**config.mk**
```make
export PLATFORM = sky130hd
export DESIGN_NAME = misr_bist_compactor
export DESIGN_NICKNAME = d
export VERILOG_FILES = /design/src/rtl/misr_pkg.sv /design/src/rtl/misr_core.sv /design/src/rtl/misr_bist_compactor.sv
export SDC_FILE = /design/constraint.sdc
export NUM_CORES = 1
export LEC_CHECK = 0
export CORE_ASPECT_RATIO = 0.7
export CORE_MARGIN = 8
export CORE_UTILIZATION = 48
export CTS_BUF_LIST = sky130_fd_sc_hd__clkbuf_16
export DETAILED_ROUTE_END_ITERATION = 16
export GPL_TIMING_DRIVEN = 1
export PLACE_DENSITY = 0.76
export SETUP_SLACK_MARGIN = 0.3
export SLEW_MARGIN = 10
export SYNTH_ARGS = -nofsm -noshare
export SYNTH_HDL_FRONTEND = slang
export SYNTH_SLANG_ARGS = --single-unit
```
**constraint.sdc**
```tcl
create_clock -name CLK -period 2.2 [get_ports CLK]
set_clock_uncertainty 0.15 [all_clocks]
set_input_delay 0.33 -clock CLK [delete_from_list [all_inputs] [get_ports CLK]]
set_output_delay 0.33 -clock CLK [all_outputs]
set_load 0.01 [all_outputs]
```
**src/rtl/misr_pkg.sv**
```systemverilog
// Shared types and the next-signature function for the MISR response compactor.
// misr_next works on a fixed maximum width so any signature width up to MISR_MAX_W can use it.
package misr_pkg;

  localparam int MISR_MAX_W = 64;

  typedef enum logic [1:0] {
    IDLE = 2'd0,
    RUN  = 2'd1,
    DONE = 2'd2
  } misr_state_e;

  // Galois step toward the MSB; msb selects the active width, bits above it are cleared.
  function automatic logic [MISR_MAX_W-1:0] misr_next(
    input logic [MISR_MAX_W-1:0] s,
    input logic [MISR_MAX_W-1:0] d,
    input logic [MISR_MAX_W-1:0] poly,
    input logic [5:0]            msb
  );
    logic                  fb;
    logic [MISR_MAX_W-1:0] taps;
    logic [MISR_MAX_W-1:0] mask;
    fb   = s[msb];
    taps = fb ? ((poly & ~MISR_MAX_W'(1)) | MISR_MAX_W'(1)) : '0;
    mask = {MISR_MAX_W{1'b1}} >> (6'd63 - msb);
    return ((s << 1) ^ taps ^ d) & mask;
  endfunction

endpackage

```
**src/rtl/misr_core.sv**
```systemverilog
// Signature register datapath: load SEED or take one compaction step per enabled cycle.
// Exposes the next-state value so the controller can compare the final signature on the closing edge.
module misr_core
  import misr_pkg::*;
#(
  parameter int               WIDTH    = 24,
  parameter int               CHANNELS = 3,
  parameter logic [WIDTH-1:0] POLY     = 24'h00001B,
  parameter logic [WIDTH-1:0] SEED     = 24'hB76DB9
) (
  input  logic                CLK,
  input  logic                RST,
  input  logic                load,
  input  logic                shift,
  input  logic [CHANNELS-1:0] din,
  output logic [WIDTH-1:0]    sig,
  output logic [WIDTH-1:0]    sig_next
);

  assign sig_next = WIDTH'(misr_next(MISR_MAX_W'(sig), MISR_MAX_W'(din),
                                     MISR_MAX_W'(POLY), 6'(WIDTH-1)));

  // load wins over shift so a restart never mixes in a stale response.
  always_ff @(posedge CLK or posedge RST) begin
    if (RST) begin
      sig <= SEED;
    end else if (load) begin
      sig <= SEED;
    end else if (shift) begin
      sig <= sig_next;
    end
  end

endmodule

```
**src/rtl/misr_bist_compactor.sv**
```systemverilog
// BIST response compactor: runs the MISR over exactly NUM_PATTERNS valid cycles, then
// freezes the signature and reports whether it matches GOLDEN.
//
// Handshake: din is consumed on a rising edge only when din_valid=1 and busy=1 (no back-pressure);
// start is a one-cycle request honoured outside RUN; abort wins over start and din_valid.
module misr_bist_compactor
  import misr_pkg::*;
#(
  parameter int               WIDTH        = 24,
  parameter int               CHANNELS     = 3,
  parameter logic [WIDTH-1:0] POLY         = 24'h00001B,
  parameter logic [WIDTH-1:0] SEED         = 24'hB76DB9,
  parameter logic [WIDTH-1:0] GOLDEN       = 24'h000000,
  parameter int               NUM_PATTERNS = 1024,
  parameter int               CNT_W        = $clog2(NUM_PATTERNS + 1)
) (
  input  logic                CLK,
  input  logic                RST,
  input  logic                start,
  input  logic                abort,
  input  logic                din_valid,
  input  logic [CHANNELS-1:0] din,
  output logic                busy,
  output logic [WIDTH-1:0]    sig,
  output logic                sig_valid,
  output logic                pass,
  output logic [CNT_W-1:0]    pattern_count,
  output logic [1:0]          state_dbg
);

  localparam logic [CNT_W-1:0] LAST_CNT = CNT_W'(NUM_PATTERNS - 1);

  misr_state_e      state;
  logic             load;
  logic             shift;
  logic             last;
  logic             pass_q;
  logic [WIDTH-1:0] sig_next;

  assign load  = !abort && start && (state != RUN);
  assign shift = !abort && din_valid && (state == RUN);
  assign last  = shift && (pattern_count == LAST_CNT);

  misr_core #(
    .WIDTH    (WIDTH),
    .CHANNELS (CHANNELS),
    .POLY     (POLY),
    .SEED     (SEED)
  ) u_core (
    .CLK      (CLK),
    .RST      (RST),
    .load     (load),
    .shift    (shift),
    .din      (din),
    .sig      (sig),
    .sig_next (sig_next)
  );

  always_ff @(posedge CLK or posedge RST) begin
    if (RST) begin
      state         <= IDLE;
      pattern_count <= '0;
      pass_q        <= 1'b0;
      busy          <= 1'b0;
      sig_valid     <= 1'b0;
    end else if (abort) begin
      // Count and pass are kept so the aborted run can still be inspected.
      state     <= IDLE;
      busy      <= 1'b0;
      sig_valid <= 1'b0;
    end else begin
      case (state)
        IDLE: begin
          if (load) begin
            state         <= RUN;
            pattern_count <= '0;
            busy          <= 1'b1;
          end
        end
        RUN: begin
          if (shift) begin
            pattern_count <= pattern_count + 1'b1;
          end
          if (last) begin
            // Compare the value being written so pass is valid in the first DONE cycle.
            state     <= DONE;
            busy      <= 1'b0;
            sig_valid <= 1'b1;
            pass_q    <= (sig_next == GOLDEN);
          end
        end
        DONE: begin
          if (load) begin
            state         <= RUN;
            pattern_count <= '0;
            busy          <= 1'b1;
            sig_valid     <= 1'b0;
          end
        end
        default: begin
          state     <= IDLE;
          busy      <= 1'b0;
          sig_valid <= 1'b0;
        end
      endcase
    end
  end

  assign pass      = pass_q && (state == DONE);
  assign state_dbg = state;

endmodule
```
Word-level counts from Yosys, hierarchy flattened. Cells that the tools add are included.

$add $sub $neg: 1. Equal/unequal tests: 10. Muxes and demuxes: 18. Bitwise gates (word level): 3. Reduce and logical (&&, ||, !) cells: 16.

Operators by type and width (count): $mux W24 (2); $logic_not A24 Y1 (1); $xor A24 B24 Y24 (1); $xor A24 B3 Y24 (1); $mux W11 (2); $pmux W11 S2 (1); $add A11 B1 Y11 const B (1); $eq A11 B10 Y1 const B (1); $logic_and A1 B1 Y1 (6); $mux W1 (6); $mux W2 (3); $ne A3 B3 Y1 const B (2); $reduce_and A3 Y1 (2); $mux W5 (1); $ne A2 B1 Y1 const B (2); $ne A2 B2 Y1 const B (2); $pmux W2 S2 (1); $reduce_and A4 Y1 (1); $reduce_bool A2 Y1 (2); $ne A3 B1 Y1 const B (1); $pmux W1 S3 (1); $eq A2 B1 Y1 const B (1); $eq A2 B2 Y1 const B (1); $logic_not A2 Y1 (1); 5 further kinds (5).

Flip-flop bits (word level): 40. Output and inout bits: 40.

Longest topological paths before layout.
Depth in word-level cells: 7. Depth in mapped cells: 5.

By module. A second synthesis with hierarchy kept.

Cell total of the unflattened synthesis: 191. Area total of the unflattened synthesis: 2072.0 µm².

By module, submodules not included: misr_core (times used 1, cells each 103, area each 1209.9 µm², seq. area each 620.6 µm²); misr_bist_compactor (times used 1, cells each 88, area each 862.1 µm², seq. area each 375.4 µm²).

Least setup slack after synthesis. No wires, ideal clock.

Path kind: register to register. From: register state[0], in the netlist state_dbg[0]. To: register pattern_count[8]. Setup time: 0.121 ns. Arrival time: 1.613 ns. Path slack: 0.316 ns. Stages on the path, launching flop included: 6. Buffers on the path: 1. Period minus slack after synthesis: 1.884 ns. Cells stage by stage: dfrtp_1 -> or3b_1 -> buf_6 -> a211oi_2 -> a31oi_1 -> a41o_1.

Word-level cells in the longest chain between the ends: 4.

RTL lines: start: declaration (RTL line misr_bist_compactor.sv:33) `misr_state_e state;`; start signal: assignment (RTL line misr_bist_compactor.sv:61) `state <= IDLE;`; start signal: assignment (RTL line misr_bist_compactor.sv:68) `state <= IDLE;`; start signal: assignment (RTL line misr_bist_compactor.sv:75) `state <= RUN;`; $eq A2 B2 Y1, or another cell as far along (RTL line misr_bist_compactor.sv:72) `case (state)`; $reduce_or A2 Y1 (no source line), or another cell as far along; $ne A2 B1 Y1 (no source line), or another cell as far along; $reduce_and A4 Y1 (no source line); end signal: assignment (RTL line misr_bist_compactor.sv:82) `pattern_count <= pattern_count + 1'b1;`; end: declaration (RTL line misr_bist_compactor.sv:27) `output logic [CNT_W-1:0] pattern_count,`.

Several ways; a longest one is shown, not always the timed one. A chain may end at the register's enable or synchronous reset.

Worst setup path after layout.
From: input port start. To: register pattern_count[8].

Word-level cells in the longest chain between the ends: 4.

RTL lines: start: declaration (RTL line misr_bist_compactor.sv:19) `input logic start,`; $logic_and A1 B1 Y1 (2 in series) (RTL line misr_bist_compactor.sv:40) `assign load = !abort && start && (state != RUN);`; $ne A2 B1 Y1 (no source line); $reduce_and A4 Y1 (no source line).

Every way passes these cells.

==> flow_metrics.env <==
export IMPL_post_synth_top_area_cell="dfrtp_1"
export IMPL_fin_crit_ps=1897
export IMPL_wl_per_cell_um=18.13
export IMPL_crit_chain="clkdlybuf4s50_1 > or3b_1 > buf_6 > a211oi_4 > a31oi_1 > a41o_1"
export IMPL_area_delta_synth_final_pct=46.17
export IMPL_hold_ws_ps=294.1
export IMPL_startpoint_type="input pin"
export IMPL_drc=0
export IMPL_syn_inst=174
export IMPL_io_pin_count=48
export IMPL_hold_path_class="input pin to register"
export IMPL_path_class="input pin to register"
export IMPL_insertion_delay_ps=280
export IMPL_nets=248
export IMPL_ys_async_sr_fraction=1.000
export IMPL_vdd_drop_max_mv=0.7301
export IMPL_report_final_hold_viol_count=0
export IMPL_fin_cells=292
export IMPL_tritoncts="yes"
export IMPL_initial_core_util=0.4925
export IMPL_synth_fp_nets=183
export IMPL_clk_path_buf_depth=2
export IMPL_vias_per_cell=5.623
export IMPL_total_power_mw=2.245
export IMPL_core_um2=3851
export IMPL_cts_sinks=39
export IMPL_antenna_left=0
export IMPL_n_fill_cell=253
export IMPL_post_place_cells=276
export IMPL_finalCritPeriodShare=0.8624
export IMPL_crit_family="buffers and inverters"
export IMPL_path_clk_slew_ps=60
export IMPL_synth_ff_type="dfrtp_1"
export IMPL_worstHoldStart="abort"
export IMPL_cp_slowest_cell="clkdlybuf4s50_1"
export IMPL_final_setup_viol_count=0
export IMPL_postLayoutCellArea_um2=2773
export IMPL_grt_max_degree=40
export IMPL_tightest_slew_ps=494.3
export IMPL_synthTopCellsByArea="dfrtp_1 (30%), dfstp_2 (22%), nand2_1 (5.7%), xnor2_1 (5.1%), a2111oi_4 (4.4%)"
export IMPL_drive_gt1_frac=0.2500
export IMPL_antenna_found_initial=0
export IMPL_grtUsageTotal=0.1726
export IMPL_ys_seq_area_frac=0.5251
export IMPL_wl_um=5294
export IMPL_status="finished, final reports clean"
export IMPL_htreeDepth=2
export IMPL_r2r_cells=6
export IMPL_gp_congestion=0.8285
export IMPL_fmaxAchievable_mhz=527.1
export IMPL_antenna_cells=0
export IMPL_drtIter0Drc=109
export IMPL_critical_path_arrival_ps=1920
export IMPL_max_slew_margin_rel=0.6705
export IMPL_avgSynthCellArea_um2=10.90
export IMPL_firstDrtPassIters=4
export IMPL_dieWidth_um=91.14
export IMPL_multi_input_area_um2=893.4
export IMPL_via_count=1642
export IMPL_synth_top_cell_area_share=0.3034
export IMPL_critPathMaxStageDelay_ps=490
export IMPL_yosysUniqueCellTypes=45
export IMPL_power_density_nw_per_um2=809.6
export IMPL_grt_pass1_vias=1646
export IMPL_critPathRequiredTime_ps=2220
export IMPL_die_y_um=68.60
export IMPL_hold_depth=3
export IMPL_cts_buffers=5
export IMPL_syn_area_um2=1897
export IMPL_path_max_fanout=7
export IMPL_reg2reg_from="state_dbg[0]"
export IMPL_synth_edf_count=0
export IMPL_die_area_um2=6251
export IMPL_netlist_top_cells_count="nand2_1 (29), dfrtp_1 (23), dfstp_2 (16)"
export IMPL_seqCellArea_um2=998.5
export IMPL_r2r_slack_ps=310
export IMPL_drv_slew=0
export IMPL_grt_ovfl_total=0
export IMPL_path_buf_inv=2
export IMPL_whs_endpoint="state_dbg[0]"
export IMPL_p_leak_nw=1.221
export IMPL_port_buffers=47
export IMPL_ys_ff_latch=39
export IMPL_critPathCaptureType="register"
export IMPL_cap_violations=0
export IMPL_hold_buffers=0
export IMPL_timing_rr_end="pattern_count[8]"
export IMPL_yosysMostFrequentCell="nand2_1"
export IMPL_rsz0062_at_grt="yes"
export IMPL_placed_cell_area_um2=2489
export IMPL_grt_pass1_wl_um=8507
export IMPL_yosys_warnings=0
export IMPL_dp_hpwl_um=3645
export IMPL_cts_root_buf="clkbuf_16"
export IMPL_rows=19
## placed cells by master (no fill, tap or decap), types with 2 or more instances in the layout
cell              n
a2111oi_4         3
a22o_1            7
buf_4            16
buf_6             3
clkbuf_16         5
clkdlybuf4s50_1  39
clkinv_1          2
dfrtp_1          21
dfrtp_2           2
dfstp_2          16
dlymetal6s2s_1    7
inv_1             4
nand2_1          28
nand3_1          13
nand4_1           2
nor2_1           10
nor3_1            2
nor4_1            5
o211a_1           2
o211ai_1          3
o21ai_0           2
o22a_1            5
xnor2_1          11
xor2_1            2
## sequential cells by signal, summed over array words and instances, names as in the netlist
name and flops:
u_core.sig 24, pattern_count 11, state_dbg 2, pass_q 1, sig_valid 1
## power breakdown
group / leakage (nW) / internal (mW) / switching [mW]
Sequential: 0.478 / 0.867 / 0.119
Clock: 0.0649 / 0.412 / 0.282
Combinational: 0.678 / 0.315 / 0.252
Total: 1.22 / 1.59 / 0.652
## metrics by stage
stage / setup slack (ps) / setup TNS [ps] / utilization
detailed placement: -47.49 / -224.6 / 0.6462
floorplan: 316.3 / 0 / -
global placement: -17.51 / -30.92 / 0.6462
finish: 302.8 / 0 / 0.7199
global route: 249.5 / 0 / 0.7199
CTS: 211.9 / 0 / 0.7050
## cells by family (layout without fill, tap and decap cells)
group | count (synthesis) | after routing | synth area share
buffers and inverters | 13 | 79 | 0.03232
and+or+nand+nor | 75 | 75 | 0.2005
xor gates and xnor gates | 13 | 13 | 0.06003
DFF | 39 | 39 | 0.5251
AOI/OAI and AO/OA | 32 | 32 | 0.1695
adders and majority gates | 1 | 1 | 0.006595
muxes | 1 | 1 | 0.005936
## metal layers
layer,GRT usage,wire [um],part of all wire
met1,0.2075,2304,0.44
met3,0.04973,334,0.063
met4,0.06288,27,0.0051
met5,0,0,0
met2,0.2964,2627,0.50
## repair_timing
| item | in CTS | in global routing |
|---|---|---|
| pin swaps | 1 | 10 |
| buffers inserted | 7 | 1 |
| gates resized for setup | 9 | 12 |
| setup endpoints to repair | 14 | 22 |
## final cells by class
cell class              count  share of cell area
multi-input cells         122              0.3222
flip-flops and latches     39              0.3601
well taps                  52             0.02347
clock inverters             3            0.005415
inverters                   4            0.005415
clock buffers               5             0.04513
repair buffers             67              0.2383
## worst max path at each step
| stage | slack (ps) | cells past startpoint | from | endpoint |
|---|---|---|---|---|
| 6_report | 300 | 6 | start | pattern_count[8] |
| 3_5_place_dp | -50 | 5 | abort | pass_q |
| 4_1_cts | 210 | 5 | abort | pass_q |
| 5_1_grt | 250 | 6 | state_dbg[0] | pattern_count[8] |
| 2_1_floorplan | 320 | 5 | state_dbg[0] | pattern_count[8] |
| 3_3_place_gp | -20 | 6 | start | pattern_count[8] |
## worst reg2reg max path: cells and delay by family, from the launching register on
family / cells / cell delay [ps]
AO/OA/AOI/OAI: 3 / 570
AND/OR/NAND/NOR: 1 / 350
flip-flops: 1 / 410
buffers and inverters: 2 / 290
Power figures use the tool's default switching activity.
